===== src/rtl/regfile_32x32_pkg.sv =====
// Shared constants and types for the 32-entry GPR array.
package regfile_pkg;

    localparam int NUM_REGS = 32;
    localparam int ADDR_W = 5;
    localparam logic [ADDR_W-1:0] REG_ZERO = 5'd0;

    // Default register word; modules with a WIDTH parameter define their own local word type.
    typedef logic [31:0] reg_word_t;

endpackage


===== src/rtl/decoder.sv =====
// 5-to-32 one-hot decoder used as the register-file write select.
module decoder (
    input  logic [4:0]  iData,
    input  logic        iEna,
    output logic [31:0] oData
);

    // One-hot output when enabled. An unknown index leaves every bit clear, so a corrupt
    // address can never turn into several simultaneous writes.
    always_comb begin
        oData = '0;
        if (iEna) begin
            oData[iData] = 1'b1;
        end
    end

endmodule


===== src/rtl/regfile_32x32_reg_cell.sv =====
// Single WIDTH-bit register with asynchronous clear and load enable.
module reg_cell #(
    parameter int WIDTH = 32
) (
    input  logic             clk,
    input  logic             rst,
    input  logic             ena,
    input  logic [WIDTH-1:0] d,
    output logic [WIDTH-1:0] q
);

    // Clear immediately on reset; otherwise load d only on enabled edges.
    always_ff @(posedge clk or posedge rst) begin
        if (rst) begin
            q <= '0;
        end else if (ena) begin
            q <= d;
        end
    end

endmodule


===== src/rtl/regfile_32x32.sv =====
// 32 x WIDTH register file: two combinational read ports, one synchronous write port.
// Write selection comes from the one-hot decoder, so at most one register loads per edge.
module regfile_32x32
    import regfile_pkg::*;
#(
    parameter int WIDTH   = 32,
    parameter bit ZERO_R0 = 1'b1,
    parameter bit BYPASS  = 1'b0
) (
    input  logic              clk,
    input  logic              rst,
    input  logic              we,
    input  logic [ADDR_W-1:0] waddr,
    input  logic [WIDTH-1:0]  wdata,
    input  logic [ADDR_W-1:0] raddr1,
    input  logic [ADDR_W-1:0] raddr2,
    output logic [WIDTH-1:0]  rdata1,
    output logic [WIDTH-1:0]  rdata2
);

    typedef logic [WIDTH-1:0] word_t;

    logic [NUM_REGS-1:0] wsel;
    logic [NUM_REGS-1:0] cellEna;
    word_t               regQ [NUM_REGS];
    logic                bypassHit1;
    logic                bypassHit2;

    decoder uDecoder (
        .iData (waddr),
        .iEna  (we),
        .oData (wsel)
    );

    // Register 0 never loads when it is hardwired; its cell is left for synthesis to prune.
    always_comb begin
        cellEna = wsel;
        if (ZERO_R0) begin
            cellEna[REG_ZERO] = 1'b0;
        end
    end

    generate
        for (genvar i = 0; i < NUM_REGS; i++) begin : gCell
            reg_cell #(
                .WIDTH (WIDTH)
            ) uCell (
                .clk (clk),
                .rst (rst),
                .ena (cellEna[i]),
                .d   (wdata),
                .q   (regQ[i])
            );
        end
    endgenerate

    // Write-through detection; never forwards into a hardwired register 0.
    always_comb begin
        bypassHit1 = BYPASS && we && (raddr1 == waddr) && !(ZERO_R0 && raddr1 == REG_ZERO);
        bypassHit2 = BYPASS && we && (raddr2 == waddr) && !(ZERO_R0 && raddr2 == REG_ZERO);
    end

    // Read port 1: zero during reset and for hardwired r0, else forwarded or stored value.
    always_comb begin
        rdata1 = regQ[raddr1];
        if (rst || (ZERO_R0 && raddr1 == REG_ZERO)) begin
            rdata1 = '0;
        end else if (bypassHit1) begin
            rdata1 = wdata;
        end
    end

    // Read port 2: same rules as port 1, fully independent address.
    always_comb begin
        rdata2 = regQ[raddr2];
        if (rst || (ZERO_R0 && raddr2 == REG_ZERO)) begin
            rdata2 = '0;
        end else if (bypassHit2) begin
            rdata2 = wdata;
        end
    end

endmodule


===== config.mk =====
export PLATFORM = sky130hd
export DESIGN_NAME = regfile_32x32
export DESIGN_NICKNAME = d
export VERILOG_FILES = /design/src/rtl/regfile_32x32_pkg.sv /design/src/rtl/decoder.sv /design/src/rtl/regfile_32x32_reg_cell.sv /design/src/rtl/regfile_32x32.sv
export SDC_FILE = /design/constraint.sdc
export NUM_CORES = 2
export LEC_CHECK = 0
export CORE_MARGIN = 8
export CORE_UTILIZATION = 49
export DETAILED_ROUTE_END_ITERATION = 10
export GPL_TIMING_DRIVEN = 1
export MAX_ROUTING_LAYER = met4
export PLACE_DENSITY = 0.68
export SLEW_MARGIN = 20
export SYNTH_ARGS = -nofsm -noshare
export SYNTH_HDL_FRONTEND = slang
export SYNTH_SLANG_ARGS = --single-unit
export TNS_END_PERCENT = 100

===== constraint.sdc =====
create_clock -name clk -period 12.05 [get_ports clk]
set_clock_uncertainty 0.1 [all_clocks]
set_input_delay 2.41 -clock clk [delete_from_list [all_inputs] [get_ports clk]]
set_output_delay 2.41 -clock clk [all_outputs]
set_load 0.005 [all_outputs]

Word-level counts from Yosys, hierarchy flattened
Index checks and enable logic that the tools add are counted.

storage, ports and cells
  input bits = 50
  register bits after elaboration = 992
  word-level logic and storage cells = 53
  output and inout port bits = 64

operators by class
  reductions and logical operators = 5
  magnitude comparators = 4
  bitwise logic cells = 2
  muxes and demuxes = 11

operators with widths
  operator                                                           number
  binary-select mux 32 bit (select 5 bit)                            2
  2-to-1 mux 32 bit                                                  7
  greater-or-equal comparator 6 bit, second input constant           2
  NOT 5 -> 6 bit                                                     2
  logical NOT 5 bit                                                  2
  less-than comparator 5 x 6 -> 1 bit, second input constant         1
  demux 1 bit (select 5 bit)                                         1
  greater-or-equal comparator 5 x 1 -> 1 bit, second input constant  1
  logical OR 1 bit                                                   2
  logical AND 1 bit                                                  1
  2-to-1 mux 1 bit                                                   1

Depth between registers and ports, before layout
  word-level depth = 5
  depth in mapped cells = 8
  mapped depth without buffers = 4

Hierarchy
From an unflattened synthesis, not the netlist that was laid out.

unflattened totals
  cells, all modules = 3469
  area, all modules = 59503.3 sq um

by module, submodules not included
  module         cells each  seq. area each (sq um)  instances  area an instance (sq um)
  reg_cell       69          800.8                   32         1348.8
  regfile_32x32  1214        0.0                     1          16111.7
  decoder        47          0.0                     1          230.2

Worst setup path before layout
OpenSTA, ideal clock, no wires.

  path kind = input to output
  start = input rst
  end = output rdata1[15]
  required time = 9.540 ns
  slack = 1.277 ns
  data arrival time = 8.263 ns
  stages = 4
  buffers on the path = 1
  cells stage by stage = inv_1 > buf_6 > nand4_1 > a222oi_1

between the ends
  cells in the longest elaborated chain, start to end = 2

RTL lines
  item               RTL line             source
  start, declared    regfile_32x32.sv:11  input logic rst,
  logical OR 1 bit   regfile_32x32.sv:66  if (rst || (ZERO_R0 && raddr1 == REG_ZERO)) begin
  2-to-1 mux 32 bit  regfile_32x32.sv:66
  end, declared      regfile_32x32.sv:17  output logic [WIDTH-1:0] rdata1,

Every way passes these cells.

Worst setup path after layout
  start = input raddr1[1]
  end = output rdata1[19]

between the ends
  cells in the longest elaborated chain, start to end = 5
  elaborated cells between the ends (all ways) = 7
  those cells by class = mux: 4; bitwise: 1; reduce/logical: 2

RTL lines
  item                                                  RTL line             source
  start, declared                                       regfile_32x32.sv:15  input logic [ADDR_W-1:0] raddr1,
  NOT 5 -> 6 bit (not written as such)                  regfile_32x32.sv:65  rdata1 = regQ[raddr1];
  binary-select mux 32 bit (select 5 bit)               regfile_32x32.sv:65
  2-to-1 mux 32 bit (not written as such) (2 in a row)  regfile_32x32.sv:65
  2-to-1 mux 32 bit (*)                                 regfile_32x32.sv:66

Mark *: on every way between the ends. The rest lies on a longest branch, timed or not. The select of a mux whose other input is x is not followed.

==> impl_metrics.json <==
{
  "clkSinkCount": 992,
  "overflow": 0,
  "met2_length_um": 72260,
  "track_usage_pct": 27.22,
  "worstPathRequired_ns": 9.54,
  "largest-register": "gCell.uCell.q",
  "final_hold_viol_count": 0,
  "met3_length_um": 13530,
  "syn_nets": 3598,
  "cts.reportedPaths.clkPinSlew_ns": 0.06,
  "syn_inst": 3548,
  "synth_xor_area_share_pct": 0,
  "hp-class": "reg -> reg",
  "wl_per_cell_um": 32.00,
  "total_power_w": 0.009902,
  "critPathSlowestCell": "buf_12",
  "ctsResizeCount": 0,
  "synth.top_cells.by_area": "dfrtp_1 46%, mux2_2 23%, mux4_2 15%",
  "largest_registers": "gCell.uCell.q (992)",
  "cellPowerDensity_nw_per_um2": 166.5,
  "outcome": "complete, no violations",
  "synth-warning-count": 0,
  "synth_compound_area_share_pct": 4.057,
  "cts_max_level": 3,
  "setup.worst_path.class": "in -> out",
  "setup_viol_count_final": 0,
  "worstSetupStartpointType": "input port",
  "synthFlopType": "dfrtp_1",
  "slew_viol_final": 0,
  "place_hpwl_um": 88860,
  "drive_gt1_share_pct": 51.54,
  "syn_to_final_growth_pct": 9.807,
  "cts_made_buffers": 105,
  "drc": 0,
  "synthArstFlopShare_pct": 100.0,
  "syn_area_per_cell_um2": 15.26,
  "postCtsHoldBufs": 0,
  "path_max_fanout": 116,
  "largest_reg_flops": 992,
  "yosys.cell_types.count": 52,
  "wl_met1_um": 71250,
  "postCtsSetupRepairBufs": 0,
  "fmax_ghz": 0.1135,
  "synth-simple-area-share_pct": 2.209,
  "tns_ns": 0,
  "netlist.area_leader.share_pct": 45.83,
  "synth_top_family_by_area": "multiplexers",
  "wl_um": 161300,
  "io_buffers": 113,
  "grt_antenna_before_repair": 7,
  "dieHeight_um": 348.5,
  "fin_nets": 3511,
  "floorplan.die_area_um2": 121400,
  "grt_max_degree": 167,
  "antenna_left": 0,
  "maxCapViolCount": 0,
  "clk_latency_ns": 0.70,
  "vdd_drop_max_mv": 0.1088,
  "rsz0062_at_grt": "false",
  "synth.mux.area_fraction_pct": 43.84,
  "drtIter0Drc": 3382,
  "worst-path-buf-inv": 4,
  "routed_via_density": 6.677,
  "tightest_slew_ns": 1.206,
  "gp_congestion": 0.8164,
  "synth_top_cell_by_area": "dfrtp_1",
  "worst_setup_path_end_kind": "primary output",
  "synth-seq-area-share_pct": 45.83,
  "grt_pass1_wl_um": 241500,
  "synth_edf_count": 0,
  "ys_ff_latch": 992,
  "row_count": 122,
  "coreArea_um2": 110200,
  "min_period_ns": 8.813,
  "grt_pass1_vias": 34225,
  "worstPathArrival_ns": 6.30,
  "initial_utilization_pct": 49.14,
  "topRoutingLayerUsed": "met4",
  "min_period_over_period_pct": 73.14,
  "ctsRootBufferMaster": "clkbuf_16",
  "synthAdderAreaFrac_pct": 0,
  "clk_path_buf_depth": 3,
  "crit_chain": "buf_8, buf_12, buf_4, mux4_2, nand2b_1, nand4_1, a222oi_1, clkdlybuf4s50_1",
  "netlist_area_um2": 54160,
  "cts_tree": "done",
  "num_io_pins": 114,
  "firstDrtPassIters": 5,
  "dr_total_vias": 33660,
  "die_x_um": 348.5,
  "max_slew_margin_pct": 19.60,
  "crit_family": "buffers and inverters",
  "slowest_delay_ns": 0.69,
  "p_leak_nw": 25.51
}
-- logic make-up (layout without fill, tap and decap cells) --
logic type / Yosys count / in the layout
other: 0 / 6
flip-flops: 992 / 992
AO/OA/AOI/OAI: 234 / 234
buffers and inverters: 386 / 385
AND/OR/NAND/NOR: 215 / 215
multiplexers: 1721 / 1721
-- power by group --
group / switching, W / internal [W] / total [W]
clock network: 0.00140 / 0.00202 / 0.00342
logic: 0.000804 / 0.00123 / 0.00203
registers: 0.000462 / 0.00399 / 0.00445
-- cells in the mapped netlist, types with 2 or more instances --
library cell	instances
o31a_1	2
nand2_1	54
nand2b_1	66
a32oi_1	25
or2_2	2
buf_4	43
mux2_2	1111
nor3_1	4
o21bai_4	2
nor3b_1	4
a2111oi_2	19
a222oi_1	37
buf_1	52
buf_12	5
a2111oi_1	6
nand3b_1	4
a22oi_1	49
a21oi_1	24
nor2b_1	13
nand4_1	37
mux4_1	37
and2_4	2
a221o_1	62
nor2_1	15
mux2i_1	205
nor2_2	4
nand3_1	2
mux2_1	7
mux4_2	361
buf_8	7
clkbuf_4	6
clkbuf_1	138
buf_2	95
buf_6	36
dfrtp_1	992
a221oi_1	4
-- layer usage --
layer | vias to the layer above | GRT usage (%)
met1 | 18312 | 38.89
met4 | 0 | 7.449
li1 | 13689 | -
met3 | 275 | 5.936
met2 | 1384 | 39.49
met5 | - | -
-- cell type report --
cell class / count / area, um^2
multi-input combinational: 2170 / 27380
fill: 9020 / 50740
antenna: 6 / 15.01
tap: 1488 / 1862
timing repair buffer: 191 / 1748
clock buffer: 147 / 3047
sequential: 992 / 24820
clock inverter: 46 / 588.1
inverter: 1 / 11.26
-- final timing paths --
check                      cells after the start                    end  slack (ns)                   from
setup reg to reg                               1   gCell[28].uCell.q[5]       11.14   gCell[28].uCell.q[5]
max in group asynchronous                      4  gCell[30].uCell.q[20]        7.49                    rst
setup / recovery                               8             rdata1[19]        3.24              raddr1[1]
hold reg to reg                                1  gCell[12].uCell.q[24]        0.41  gCell[12].uCell.q[24]
hold / removal                                 1  gCell[12].uCell.q[24]        0.41  gCell[12].uCell.q[24]
min in group asynchronous                      2   gCell[17].uCell.q[8]        2.24                    rst
-- placed cells by master (no fill, tap or decap), types with 6 or more instances in the layout --
master,count
mux2_2,1111
dfrtp_1,992
mux4_2,361
mux2i_1,205
clkbuf_16,106
clkdlybuf4s50_1,89
buf_4,70
nand2b_1,66
a221o_1,62
a22oi_1,49
nand2_1,39
mux4_1,37
nand4_1,37
a222oi_1,37
a32oi_1,25
a21oi_1,24
clkinv_2,24
clkbuf_8,24
a2111oi_2,20
buf_2,18
clkbuf_1,17
nor2_4,16
nand2_2,15
bufinv_16,12
mux2_1,7
nor2b_4,7
buf_12,7
diode_2,6
buf_8,6
-- metrics by stage --
stage	cell area, um^2	utilization, %	std cells	hold slack, ns	setup slack, ns
final	59470	53.96	5041	0.4119	3.237
after global routing	59470	53.96	5039	0.4241	3.022
after CTS	59510	54.00	5035	0.4096	3.179
after detailed placement	55870	50.70	4842	0.3969	3.172
after global placement	55870	50.70	4841	0.3915	3.180
after floorplan	54160	-	3548	0.3675	1.277
No activity file was read; power rests on OpenSTA's default activity.
